[config.mk]
export PLATFORM = sky130hd
export DESIGN_NAME = seq_pattern_tx
export DESIGN_NICKNAME = d
export VERILOG_FILES = /design/src/rtl/seq_pattern_tx.sv
export SDC_FILE = /design/constraint.sdc
export NUM_CORES = 1
export LEC_CHECK = 0
export CAP_MARGIN = 40
export CORE_ASPECT_RATIO = 1.25
export CORE_MARGIN = 3
export CORE_UTILIZATION = 45
export CTS_BUF_LIST = sky130_fd_sc_hd__clkbuf_16
export CTS_CLUSTER_DIAMETER = 50
export CTS_CLUSTER_SIZE = 12
export DETAILED_ROUTE_END_ITERATION = 8
export PLACE_DENSITY = 0.71
export SYNTH_ARGS = -nofsm -noshare
export SYNTH_HDL_FRONTEND = slang
export SYNTH_SLANG_ARGS = --single-unit
[constraint.sdc]
create_clock -name clk -period 2.8 [get_ports clk]
set_input_delay 0.28 -clock clk [delete_from_list [all_inputs] [get_ports clk]]
set_output_delay 0.28 -clock clk [all_outputs]
set_load 0.02 [all_outputs]
[src/rtl/seq_pattern_tx.sv]
// -----------------------------------------------------------------------------
// seq_pattern_tx
//
// Serial pattern transmitter that generates stimulus for the 11011 sequence
// detector. A start request in IDLE captures a PAT_W-bit pattern (either the
// pattern input or PAT_DEFAULT), a frame repeat count and an inter-frame gap.
// The pattern is then shifted out MSB-first, one bit per clock, repeat_n times,
// with gap_len zero bits between consecutive frames.
//
// Ports:
//   clk          system clock, rising edge
//   rst_n        asynchronous active-low reset
//   start        transmit request, honoured only in IDLE
//   use_default  1: send PAT_DEFAULT, 0: send pattern
//   pattern      user pattern, bit PAT_W-1 goes out first
//   repeat_n     number of frames to send (0 = empty request)
//   gap_len      idle bits inserted between frames
//   x_out        serial data bit (0 whenever valid is low)
//   valid        x_out carries a pattern bit this cycle
//   busy         transmission in progress (SEND or GAP)
//   frame_end    high together with bit 0 of every frame
//   done         one-cycle pulse after the last frame or an empty request
//
// Every output comes straight from a flop. The output flops are loaded from
// the *next* state, so in any cycle the outputs describe the state the FSM
// occupies in that same cycle, and no input reaches an output without a flop.
// -----------------------------------------------------------------------------
module seq_pattern_tx #(
    parameter int              PAT_W       = 5,
    parameter logic [PAT_W-1:0] PAT_DEFAULT = 5'b11011,
    parameter int              CNT_W       = 4,
    parameter int              GAP_W       = 4
) (
    input  logic             clk,
    input  logic             rst_n,
    input  logic             start,
    input  logic             use_default,
    input  logic [PAT_W-1:0] pattern,
    input  logic [CNT_W-1:0] repeat_n,
    input  logic [GAP_W-1:0] gap_len,
    output logic             x_out,
    output logic             valid,
    output logic             busy,
    output logic             frame_end,
    output logic             done
);

    localparam int IDX_W = (PAT_W > 1) ? $clog2(PAT_W) : 1;
    localparam logic [IDX_W-1:0] IDX_MSB = IDX_W'(PAT_W - 1);

    typedef enum logic [1:0] {
        ST_IDLE = 2'd0,
        ST_SEND = 2'd1,
        ST_GAP  = 2'd2,
        ST_DONE = 2'd3
    } state_t;

    state_t           state_q,     state_d;
    logic [IDX_W-1:0] bit_idx_q,   bit_idx_d;
    logic [CNT_W-1:0] frames_q,    frames_d;
    logic [GAP_W-1:0] gap_cnt_q,   gap_cnt_d;
    logic [GAP_W-1:0] gap_len_q,   gap_len_d;
    logic [PAT_W-1:0] pat_q,       pat_d;

    logic             x_out_q,     x_out_d;
    logic             valid_q,     valid_d;
    logic             busy_q,      busy_d;
    logic             frame_end_q, frame_end_d;
    logic             done_q,      done_d;

    logic [CNT_W-1:0] frames_left;

    // Frames still owed once the current frame's bit 0 has gone out.
    assign frames_left = frames_q - CNT_W'(1);

    // -------------------------------------------------------------------------
    // Next-state and datapath control
    // -------------------------------------------------------------------------
    always_comb begin
        state_d   = state_q;
        bit_idx_d = bit_idx_q;
        frames_d  = frames_q;
        gap_cnt_d = gap_cnt_q;
        gap_len_d = gap_len_q;
        pat_d     = pat_q;

        unique case (state_q)
            ST_IDLE: begin
                if (start) begin
                    pat_d     = use_default ? PAT_DEFAULT : pattern;
                    frames_d  = repeat_n;
                    gap_len_d = gap_len;
                    bit_idx_d = IDX_MSB;
                    state_d   = (repeat_n == '0) ? ST_DONE : ST_SEND;
                end
            end

            ST_SEND: begin
                if (bit_idx_q == '0) begin
                    frames_d = frames_left;
                    if (frames_left == '0) begin
                        state_d = ST_DONE;
                    end else if (gap_len_q != '0) begin
                        // gap_cnt holds the number of gap cycles still to
                        // spend, counting the one being entered.
                        gap_cnt_d = gap_len_q;
                        state_d   = ST_GAP;
                    end else begin
                        // Back-to-back: next MSB follows bit 0 with no bubble.
                        bit_idx_d = IDX_MSB;
                    end
                end else begin
                    bit_idx_d = bit_idx_q - IDX_W'(1);
                end
            end

            ST_GAP: begin
                if (gap_cnt_q == GAP_W'(1)) begin
                    gap_cnt_d = '0;
                    bit_idx_d = IDX_MSB;
                    state_d   = ST_SEND;
                end else begin
                    gap_cnt_d = gap_cnt_q - GAP_W'(1);
                end
            end

            ST_DONE: begin
                // One-cycle completion state; a request here is not honoured.
                state_d = ST_IDLE;
            end

            default: begin
                state_d = ST_IDLE;
            end
        endcase
    end

    // -------------------------------------------------------------------------
    // Output decode from the next state, so the registered outputs line up
    // with the state being occupied in the following cycle.
    // -------------------------------------------------------------------------
    always_comb begin
        x_out_d     = 1'b0;
        valid_d     = 1'b0;
        busy_d      = 1'b0;
        frame_end_d = 1'b0;
        done_d      = 1'b0;

        unique case (state_d)
            ST_SEND: begin
                x_out_d     = pat_d[bit_idx_d];
                valid_d     = 1'b1;
                busy_d      = 1'b1;
                frame_end_d = (bit_idx_d == '0);
            end
            ST_GAP: begin
                busy_d = 1'b1;
            end
            ST_DONE: begin
                done_d = 1'b1;
            end
            default: begin
                x_out_d = 1'b0;
            end
        endcase
    end

    // -------------------------------------------------------------------------
    // State, latches and output registers
    // -------------------------------------------------------------------------
    always_ff @(posedge clk or negedge rst_n) begin
        if (!rst_n) begin
            state_q     <= ST_IDLE;
            bit_idx_q   <= '0;
            frames_q    <= '0;
            gap_cnt_q   <= '0;
            gap_len_q   <= '0;
            pat_q       <= '0;
            x_out_q     <= 1'b0;
            valid_q     <= 1'b0;
            busy_q      <= 1'b0;
            frame_end_q <= 1'b0;
            done_q      <= 1'b0;
        end else begin
            state_q     <= state_d;
            bit_idx_q   <= bit_idx_d;
            frames_q    <= frames_d;
            gap_cnt_q   <= gap_cnt_d;
            gap_len_q   <= gap_len_d;
            pat_q       <= pat_d;
            x_out_q     <= x_out_d;
            valid_q     <= valid_d;
            busy_q      <= busy_d;
            frame_end_q <= frame_end_d;
            done_q      <= done_d;
        end
    end

    assign x_out     = x_out_q;
    assign valid     = valid_q;
    assign busy      = busy_q;
    assign frame_end = frame_end_q;
    assign done      = done_q;

endmodule

==> results.cfg <==
[clock_network]
cts_buffer_depth = 2
clock_latency_ps = 260
cts_made_buffers = 3
root_buffer = clkbuf_16
cts_hold_buf = 0
tritoncts = done
cts.sink_count = 27
htreeDepth = 1
cts.clk_slew.worst_paths_ps = 60

[worst_setup_path]
critical-path-slowest-cell = dfrtp_1
path_max_fanout = 3
cp_common_cell = inv_1
r2r-end = x_out$_DFF_PN0_
slowest_delay_ps = 350
r2r_cells = 12
critPathArrivalTime_ps = 2860
endpoint_kind = flip-flop
worstSetupPathType = reg2reg
r2r_slack_ps = 100
crit_chain = inv_1 -> ha_1 -> or2_4 -> o32ai_4 -> a211oi_2 -> o22ai_2 -> ha_2 -> inv_1 -> a211o_1 -> a211oi_1 -> a2111oi_2 -> a311oi_2
r2r_start = frames_q[0]$_DFFE_PN0P_
startpoint_type = flip-flop
cp.required_ps = 2970

[logic_synthesis]
netlist_instances = 175
synth-simple-area-share_pct = 23.69
synthArstFlopShare_pct = 100.0
netlist_area_um2 = 1627
yosysTopAreaCell = dfrtp_1
synth_ff_type = dfrtp_1
yosysWarnings = 0
yosys.area.top_type_share_pct = 41.54
synth_xor_area_share_pct = 0
yosysSeqAreaShare_pct = 41.54
yosysUniqueCellTypes = 39
ys_ff_latch = 27
synthMuxAreaShare_pct = 1.846
synth_fp_nets = 200
synth_area_leaders = dfrtp_1 42%, nand2_1 6.2%, ha_1 6.2%
synth_compound_area_share_pct = 22.92
avgSynthCellArea_um2 = 9.295
synth_edf_count = 0
synthAdderAreaFrac_pct = 6.154
synth_top_family_by_area = simple AND/OR/NAND/NOR gates
yosys-top-cells-count = 27 x dfrtp_1, 27 x nand2_1, 16 x a21oi_1

[grt]
grt_pass1_wl_um = 6486
overflow = 0
grt_pass1_vias = 1423
antenna_found_initial = 0
grt_max_degree = 28
grt_use_total_pct = 19.40

[floorplanning]
start_util_pct = 48.73
ioPinCount = 22
die_x_um = 59.78
fp.dieH_um = 73.22
core-area_um2 = 3338
dieArea_um2 = 4377
rows = 23

[detailed_routing]
drtAntennaViolNets = 0
wl_per_cell_um = 15.80
drtIter0Drc = 47
num_vias = 1422
vias_per_cell = 5.711
totalWireLength_um = 3933
drt_first_pass_iters = 4
drc = 0

[min_path]
hp-class = in2async

[flow_run]
cap_violations = 0

[sta]
finalMaxSlewViolations = 0
fin_crit_sh_pct = 96.30
hold_viol = 0
fin_crit_ps = 2696
fin_skew_ps = 3.933
slew_headroom_pct = 63.83
timing.fmax_mhz = 370.9
tightest_slew_ps = 540.9
setup_viol = 0

[layout]
diodes = 0
stdcell_count = 249
drive_gt1_share_pct = 19.81
final_core_util_pct = 63.68
area_growth_pct = 30.69
nets = 238

[power]
powerDensity_nw_per_um2 = 1264
vdd_drop_max_mv = 0.9188
p_leak_nw = 0.9225

[run_status]
status = finished, final reports clean

[place]
io_buffer_count = 21
gp_congestion = 0.8718
placed_cells = 243
hpwl_um = 2946
-- cells in the final DEF (no fill, tap or decap), types with 2 or more instances in the layout --
cell type and count:
a211o_1 2, a211oi_1 3, a21oi_1 16, buf_4 17, clkbuf_16 3, clkdlybuf4s50_1 21
dfrtp_1 27, ha_1 7, inv_1 12, mux2i_1 3, nand2_1 26, nand2b_1 4
nand3_1 5, nor2_1 13, nor2b_1 3, nor3_1 5, nor3b_1 3, o211ai_1 2
o21a_1 2, o21ai_0 7, o22ai_1 3
-- what timing repair did --
item | 4_1_cts | 5_1_grt
setup buffers | 0 | 2
endpoints found under the hold margin | 0 | 0
gates resized for setup | 0 | 11
endpoints found under the setup margin | 1 | 1
pin swaps | 1 | 5
-- power breakdown --
group | internal (mW) | switching [mW] | leakage (nW)
sequential | 0.577 | 0.169 | 0.326
clock | 0.191 | 0.128 | 0.0423
combinational | 0.760 | 0.861 | 0.554
total | 1.53 | 1.16 | 0.923
-- area by class of cell --
cell class	count	area, um2
Fill cell	270	1212
Multi-Input combinational cell	132	945.9
Timing Repair Buffer	38	337.8
Sequential cell	27	675.6
Inverter	11	41.29
Clock buffer	3	75.07
Clock inverter	1	3.754
Tap cell	37	46.29
-- metal layers --
| metal | vias to the layer above | track usage, % | routed length [um] |
|---|---|---|---|
| met3 | 5 | 2.832 | 123 |
| met5 | - | 0 | 0 |
| met4 | 0 | 7.635 | 53 |
| li1 | 701 | - | - |
| met1 | 690 | 22.84 | 1649 |
| met2 | 26 | 34.50 | 2107 |
-- stage by stage --
step / TNS (ps) / power, mW / area [um2] / hold WS [ps] / worst slack [ps]
after floorplan: 0 / 1.729 / 1634 / -15.59 / 28.57
after global placement: 0 / 2.160 / 1982 / 473.1 / 42.35
after detailed placement: 0 / 2.217 / 1982 / 475.2 / 30.08
after CTS: 0 / 2.552 / 2061 / 416.3 / 6.331
after global routing: -42.16 / 2.891 / 2126 / 424.2 / -42.16
final: 0 / 2.686 / 2126 / 392.2 / 103.7
-- worst max path at each step --
| stage | start | to | slack, ps |
|---|---|---|---|
| after CTS | frames_q[0]$_DFFE_PN0P_ | x_out$_DFF_PN0_ | 6 |
| after global placement | frames_q[0]$_DFFE_PN0P_ | x_out$_DFF_PN0_ | 40 |
| after global routing | frames_q[1]$_DFFE_PN0P_ | x_out$_DFF_PN0_ | -40 |
| after detailed placement | frames_q[0]$_DFFE_PN0P_ | x_out$_DFF_PN0_ | 30 |
| after floorplan | frames_q[0]$_DFFE_PN0P_ | x_out$_DFF_PN0_ | 30 |
| final | frames_q[0]$_DFFE_PN0P_ | x_out$_DFF_PN0_ | 100 |
-- worst max-delay path: cells and delay by family (launching register included) --
family / cells / cell delay, ps
AOI/OAI and AO/OA: 7 / 1410
adders and majority gates: 2 / 440
DFF: 1 / 350
buffers and inverters: 2 / 120
and+or+nand+nor: 1 / 280
-- kinds of logic after synthesis --
family	after synthesis
compound gates	49
fa+ha+maj	8
buf+inv	16
flops	27
mux	3
simple gates	72
-- state kept, by name, indices dropped and copies added (netlist names), 2 cells and up --
register / count
bit_idx_q: 3
pat_q: 5
state_q: 2
gap_len_q: 4
gap_cnt_q: 4
frames_q: 4
Power figures use the tool's default switching activity.
